File: src/rtl/csr_pkg.sv
// Shared definitions for the machine-mode CSR unit: CSR addresses, op and
// mtvec mode encodings, and bit positions inside mstatus/mie/mip.
package csr_pkg;

  localparam logic [11:0] CSR_MSTATUS = 12'h300;
  localparam logic [11:0] CSR_MIE     = 12'h304;
  localparam logic [11:0] CSR_MTVEC   = 12'h305;
  localparam logic [11:0] CSR_MEPC    = 12'h341;
  localparam logic [11:0] CSR_MCAUSE  = 12'h342;
  localparam logic [11:0] CSR_MIP     = 12'h344;
  localparam logic [11:0] CSR_MCYCLE  = 12'hB00;
  localparam logic [11:0] CSR_MCYCLEH = 12'hB80;

  typedef enum logic [1:0] {
    CSR_OP_NONE = 2'b00,
    CSR_OP_RW   = 2'b01,
    CSR_OP_RS   = 2'b10,
    CSR_OP_RC   = 2'b11
  } csr_op_e;

  typedef enum logic [1:0] {
    MTVEC_DIRECT   = 2'b00,
    MTVEC_VECTORED = 2'b01
  } mtvec_mode_e;

  localparam int MSTATUS_MIE  = 3;
  localparam int MSTATUS_MPIE = 7;
  localparam int MIE_MTIE     = 7;
  localparam int MIE_MEIE     = 11;

endpackage

File: src/rtl/csr_cycle_counter.sv
// Free-running cycle counter; a write replaces one half while the other half
// keeps its incremented value, so the written half never carries across.
module csr_cycle_counter #(
  parameter int CYCLE_W = 64
) (
  input  logic                 clk,
  input  logic                 rst,
  input  logic                 wr_lo,
  input  logic                 wr_hi,
  input  logic [CYCLE_W/2-1:0] wdata,
  output logic [CYCLE_W-1:0]   count
);

  localparam int HALF = CYCLE_W / 2;

  logic [CYCLE_W-1:0] count_q, count_d;

  always_comb begin
    count_d = count_q + CYCLE_W'(1);
    if (wr_lo) count_d[HALF-1:0]       = wdata;
    if (wr_hi) count_d[CYCLE_W-1:HALF] = wdata;
  end

  always_ff @(posedge clk) begin
    if (!rst) count_q <= '0;
    else      count_q <= count_d;
  end

  assign count = count_q;

endmodule

File: src/rtl/csr_unit.sv
// Machine-mode CSR unit: Zicsr access decode, trap entry / mret state updates,
// interrupt gating and trap vector generation.
module csr_unit
  import csr_pkg::*;
#(
  parameter int          XLEN        = 32,
  parameter int          CYCLE_W     = 64,
  parameter logic [31:0] MTVEC_RESET = 32'h0000_0000
) (
  input  logic            clk,
  input  logic            rst,
  input  logic [11:0]     csr_addr,
  input  logic [1:0]      csr_op,
  input  logic            csr_rd,
  input  logic [XLEN-1:0] wdata,
  input  logic [XLEN-1:0] pc,
  input  logic            trap,
  input  logic [XLEN-1:0] cause,
  input  logic            mret,
  input  logic            irq_timer,
  input  logic            irq_ext,
  output logic [XLEN-1:0] rdata,
  output logic            illegal,
  output logic [XLEN-1:0] epc,
  output logic [XLEN-1:0] trap_vec,
  output logic            irq_req
);

  logic            mstatus_mie_q, mstatus_mie_d;
  logic            mpie_q, mpie_d;
  logic            mtie_q, mtie_d;
  logic            meie_q, meie_d;
  logic [XLEN-1:0] mtvec_q, mtvec_d;
  logic [XLEN-1:0] mepc_q, mepc_d;
  logic [XLEN-1:0] mcause_q, mcause_d;

  logic [CYCLE_W-1:0] cycle_cnt;
  logic [XLEN-1:0]    csr_val, wval, tvec_base;
  logic               mapped, wr_en, wr_lo, wr_hi;
  csr_op_e            op;

  assign op = csr_op_e'(csr_op);

  // Current value of the addressed CSR, independent of csr_rd.
  always_comb begin
    csr_val = '0;
    mapped  = 1'b1;
    case (csr_addr)
      CSR_MSTATUS: begin
        csr_val[MSTATUS_MIE]  = mstatus_mie_q;
        csr_val[MSTATUS_MPIE] = mpie_q;
        csr_val[12:11]        = 2'b11;
      end
      CSR_MIE: begin
        csr_val[MIE_MTIE] = mtie_q;
        csr_val[MIE_MEIE] = meie_q;
      end
      CSR_MTVEC:   csr_val = mtvec_q;
      CSR_MEPC:    csr_val = mepc_q;
      CSR_MCAUSE:  csr_val = mcause_q;
      CSR_MIP: begin
        csr_val[MIE_MTIE] = irq_timer;
        csr_val[MIE_MEIE] = irq_ext;
      end
      CSR_MCYCLE:  csr_val = XLEN'(cycle_cnt[CYCLE_W/2-1:0]);
      CSR_MCYCLEH: csr_val = XLEN'(cycle_cnt[CYCLE_W-1:CYCLE_W/2]);
      default:     mapped  = 1'b0;
    endcase
  end

  assign illegal = ((csr_rd || op != CSR_OP_NONE) && !mapped) ||
                   (op != CSR_OP_NONE && csr_addr == CSR_MIP);
  assign rdata   = csr_rd ? csr_val : '0;
  assign wr_en   = (op != CSR_OP_NONE) && !illegal;
  assign wr_lo   = wr_en && csr_addr == CSR_MCYCLE;
  assign wr_hi   = wr_en && csr_addr == CSR_MCYCLEH;

  always_comb begin
    case (op)
      CSR_OP_RW: wval = wdata;
      CSR_OP_RS: wval = csr_val | wdata;
      CSR_OP_RC: wval = csr_val & ~wdata;
      default:   wval = csr_val;
    endcase
  end

  // trap beats mret beats CSR write on any state they share.
  always_comb begin
    mstatus_mie_d = mstatus_mie_q;
    mpie_d        = mpie_q;
    mtie_d        = mtie_q;
    meie_d        = meie_q;
    mtvec_d       = mtvec_q;
    mepc_d        = mepc_q;
    mcause_d      = mcause_q;
    if (trap) begin
      mepc_d        = pc & ~XLEN'(3);
      mcause_d      = cause;
      mpie_d        = mstatus_mie_q;
      mstatus_mie_d = 1'b0;
    end else if (mret) begin
      mstatus_mie_d = mpie_q;
      mpie_d        = 1'b1;
    end
    if (wr_en) begin
      case (csr_addr)
        CSR_MSTATUS: if (!trap && !mret) begin
          mstatus_mie_d = wval[MSTATUS_MIE];
          mpie_d        = wval[MSTATUS_MPIE];
        end
        CSR_MIE: begin
          mtie_d = wval[MIE_MTIE];
          meie_d = wval[MIE_MEIE];
        end
        CSR_MTVEC: mtvec_d = {wval[XLEN-1:2],
                              (wval[1:0] == MTVEC_VECTORED) ? 2'b01 : 2'b00};
        CSR_MEPC:   if (!trap) mepc_d   = wval & ~XLEN'(3);
        CSR_MCAUSE: if (!trap) mcause_d = wval;
        default: ;
      endcase
    end
  end

  always_ff @(posedge clk) begin
    if (!rst) begin
      mstatus_mie_q <= 1'b0;
      mpie_q        <= 1'b0;
      mtie_q        <= 1'b0;
      meie_q        <= 1'b0;
      mtvec_q       <= XLEN'(MTVEC_RESET);
      mepc_q        <= '0;
      mcause_q      <= '0;
    end else begin
      mstatus_mie_q <= mstatus_mie_d;
      mpie_q        <= mpie_d;
      mtie_q        <= mtie_d;
      meie_q        <= meie_d;
      mtvec_q       <= mtvec_d;
      mepc_q        <= mepc_d;
      mcause_q      <= mcause_d;
    end
  end

  csr_cycle_counter #(.CYCLE_W(CYCLE_W)) u_cycle (
    .clk   (clk),
    .rst   (rst),
    .wr_lo (wr_lo),
    .wr_hi (wr_hi),
    .wdata (wval[CYCLE_W/2-1:0]),
    .count (cycle_cnt)
  );

  assign tvec_base = {mtvec_q[XLEN-1:2], 2'b00};
  assign trap_vec  = (mtvec_q[1:0] == MTVEC_VECTORED && mcause_q[XLEN-1]) ?
                     tvec_base + XLEN'({mcause_q[4:0], 2'b00}) : tvec_base;
  assign epc       = mepc_q;
  assign irq_req   = mstatus_mie_q & ((mtie_q & irq_timer) | (meie_q & irq_ext));

endmodule

File: config.mk
export PLATFORM = sky130hd
export DESIGN_NAME = csr_unit
export DESIGN_NICKNAME = d
export VERILOG_FILES = /design/src/rtl/csr_pkg.sv /design/src/rtl/csr_cycle_counter.sv /design/src/rtl/csr_unit.sv
export SDC_FILE = /design/constraint.sdc
export NUM_CORES = 1
export LEC_CHECK = 0
export ABC_AREA = 1
export BUFFER_PORTS_ARGS = -buffer_cell sky130_fd_sc_hd__buf_2
export CORE_ASPECT_RATIO = 0.8
export CORE_MARGIN = 3
export CORE_UTILIZATION = 45
export DETAILED_ROUTE_END_ITERATION = 10
export PLACE_DENSITY = 0.72
export SLEW_MARGIN = 20
export SYNTH_ARGS = -nofsm -noshare
export SYNTH_HDL_FRONTEND = slang
export SYNTH_SLANG_ARGS = --single-unit
File: constraint.sdc
create_clock -name clk -period 5.25 [get_ports clk]
set_input_delay 1.05 -clock clk [delete_from_list [all_inputs] [get_ports clk]]
set_output_delay 1.05 -clock clk [all_outputs]
set_load 0.1 [all_outputs]
==> results_dict.tcl <==
set metrics [dict create \
    worst_slew_pin_slew_ps 1190 \
    synth_xor_area_share_pct 4.76 \
    critical_path.cell_chain "ha_1, inv_1, fa_1, inv_1, nand3_1, nand2_1, nand2_1, nand2_1, nand2_1, inv_1, nand2_1, nor3_1, nand3_1, xor2_1, buf_2" \
    antenna_left 0 \
    synth-adder-area-share_pct 0.739 \
    initial_core_util_pct 46.5 \
    r2r_slack_ps 2110 \
    cp.arrival_ps 3760 \
    synth_top_family_by_area "simple AND/OR/NAND/NOR gates" \
    final_critical_path_setup_slack_ps 441 \
    max_freq_ghz 0.208 \
    reg2reg_depth 8 \
    holdPathEnd "mcause_q[11]$_SDFF_PN0_" \
    synthToLayoutAreaGrowth_pct 18.4 \
    fin_crit_sh_pct 91.6 \
    cts_resized 0 \
    drt-total-wl_mm 62.0 \
    antenna_found_initial 0 \
    holdBufCountCts 0 \
    instances_no_fill 2803 \
    clk_latency_ps 450 \
    hp-class "flip-flop to flip-flop" \
    antenna_cells 0 \
    ys_warn_count 0 \
    synthMuxAreaShare_pct 0 \
    synth_area_mm2 0.0129 \
    dpl.cell_count 2771 \
    boundaryPins 215 \
    chipWidth_um 195 \
    htree_levels 4 \
    wire_per_inst_um 22.1 \
    cts_root_buf "clkbuf_16" \
    synth_compound_area_share_pct 17.5 \
    placed_area_mm2 0.0146 \
    drive_above_1_share_pct 12.1 \
    drt_pre_antenna_iters 6 \
    post-cts-setup-buffers 0 \
    synthSimpleGateAreaFrac_pct 41.6 \
    dp_hpwl_mm 48.1 \
    startpoint "mtvec_q[2]$_SDFFE_PN0P_" \
    slowest_delay_ps 500 \
    numCtsBuffers 17 \
    routabilityCongestion 1.01 \
    ys_seq_elements 163 \
    fin_crit_ps 4810 \
    fin_setup_tns_ps 0 \
    peakVddDrop_v 0.000211 \
    power_leakage_nw 6.96 \
    powerDensity_mw_per_mm2 206 \
    status "finished, final reports clean" \
    grt.overflow.total 0 \
    yosysUniqueCellTypes 42 \
    io_buffer_count 210 \
    yosysSeqAreaShare_pct 25.3 \
    fin_worst_skew_ps 15.1 \
    setup_violations 0 \
    nets 2550 \
    clkTransAtPathRegs_ps 70 \
    rsz0062_at_grt "no" \
    reg2reg_from "u_cycle.count[0]$_SDFF_PN0_" \
    cts_sinks 163 \
    grt_max_degree 101 \
    coreArea_mm2 0.0277 \
    syn_inst 2282 \
    dieArea_mm2 0.0307 \
    chipHeight_um 157 \
    cp-end-kind "output port" \
    grt_pass1_vias 14900 \
    cp_max_fo 5 \
    maxSlewHeadroom_pct 19.6 \
    drc 0 \
    final_area_mm2 0.0152 \
    cts_buffer_depth 2 \
    std_cell_rows 54 \
    grt_pass1_wl_mm 90.5 \
    pre_cts_ws_ps 934 \
    synth_edf_count 0 \
    crit_top_cell "nand2_1" \
    slowest_stage "nor3_1" \
    grt_usage_pct 38.8 \
    synth_flop_cell "dfxtp_1" \
    avgViaCountPerCell 5.96 \
    vias 16700 \
    criticalPathCategory "flip-flop to output port" \
    hold_depth 2 \
    worstSetupStartpointType "flip-flop" \
    min_from "mcause_q[11]$_SDFF_PN0_" \
    synth.avg_cell_area_um2 5.64 \
    cp.required_ps 4200 \
    r2r_end "u_cycle.count[46]$_SDFF_PN0_" \
    cts_tree "built" \
    synthArstFlopShare_pct 0 \
    hold_viol 0 \
    drv_cap 0 \
    maxSlewViolCount 0 \
    drtIter0Drc 1960 \
]
==> worst max-delay path by stage <==
stage	endpoint	slack [ps]	depth (start not counted)
6_report	trap_vec[28]	440	15
5_1_grt	trap_vec[28]	240	15
4_1_cts	trap_vec[28]	510	15
3_5_place_dp	rdata[16]	930	13
3_3_place_gp	rdata[16]	970	12
2_1_floorplan	rdata[7]	380	9
==> synthesized netlist by cell type (28+ instances only) <==
master,number,area share (%)
a21oi_1,124,4.8
nor3_1,54,2.1
xor2_1,57,3.9
inv_1,209,6.1
buf_2,28,1.1
nand4_1,42,2.0
nand2_1,623,18
o21ai_0,235,9.1
clkbuf_1,82,2.4
nor2_1,315,9.2
dfxtp_1,163,25
nand3_1,217,8.4
==> metrics by stage <==
| stage | util, % | power [mW] | hold WS (ps) |
|---|---|---|---|
| final | 55.0 | 3.14 | 520 |
| after global routing | 55.0 | 3.23 | 570 |
| after CTS | 55.0 | 3.13 | 520 |
| after detailed placement | 52.8 | 1.76 | 507 |
| after global placement | 52.8 | 1.75 | 504 |
| after floorplan | - | 1.60 | 473 |
==> flip-flops by register name (all words and copies together), names as in the netlist <==
register	flops
mtvec_q	31
meie_q	1
u_cycle.count	64
mcause_q	32
mtie_q	1
mpie_q	1
mstatus_mie_q	1
epc	32
==> area by class of cell <==
| type | instances | area [um^2] |
|---|---|---|
| Timing Repair Buffer | 240 | 1760 |
| Multi-Input combinational cell | 1787 | 8330 |
| Fill cell | 2896 | 12500 |
| Sequential cell | 163 | 3260 |
| Inverter | 217 | 816 |
| Clock buffer | 21 | 450 |
| Clock inverter | 11 | 178 |
| Tap cell | 364 | 455 |
==> cell families after synthesis <==
logic type               after synthesis
AND/OR/NAND/NOR                     1279
AO/OA/AOI/OAI                        429
buffers and inverters                333
flip-flops                           163
XOR/XNOR                              70
adder cells (fa/ha/maj)                7
other                                  1
==> layer usage <==
metal | vias to the layer above | global-route usage, % | share of wire [%] | routed length (um)
li1 | 7747 | - | - | -
met4 | 2 | 19.3 | 5.7 | 3510
met1 | 7687 | 52.7 | 42 | 25800
met2 | 1068 | 57.9 | 41 | 25700
met5 | - | 2.62 | 0.18 | 114
met3 | 200 | 8.82 | 11 | 6900
==> power breakdown <==
part           total [mW]  internal [mW]  switching (mW)
Clock                1.40          0.815           0.588
Sequential           1.29           1.27          0.0280
Combinational       0.446          0.108           0.338
==> placed cells by master (no fill, tap or decap), types with 4 or more instances in the layout <==
master | synthesis | final
nand2_1 | 623 | 623
nor2_1 | 315 | 314
o21ai_0 | 235 | 235
nand3_1 | 217 | 217
inv_1 | 209 | 209
buf_2 | 28 | 177
dfxtp_1 | 163 | 163
a21oi_1 | 124 | 124
xor2_1 | 57 | 57
nor3_1 | 54 | 54
nand4_1 | 42 | 42
buf_12 | 0 | 32
buf_4 | 2 | 31
a211oi_1 | 18 | 18
o21ai_1 | 17 | 17
clkbuf_16 | 0 | 17
xnor2_1 | 13 | 13
o22ai_1 | 12 | 12
a31oi_1 | 11 | 11
inv_2 | 6 | 7
ha_1 | 6 | 6
nor2_2 | 4 | 5
nor4_1 | 5 | 5
nor2_4 | 4 | 4
a21boi_0 | 4 | 4
or2_2 | 4 | 4
bufinv_16 | 0 | 4
==> worst max-delay path, delay by kind of cell, from the launching register on <==
kind                     cells  cell delay (ps)
AND/OR/NAND/NOR              8             1220
XOR/XNOR                     1              260
flip-flops                   1              480
adder cells (fa/ha/maj)      2              610
buffers and inverters        4              720
Power figures use the tool's default switching activity.
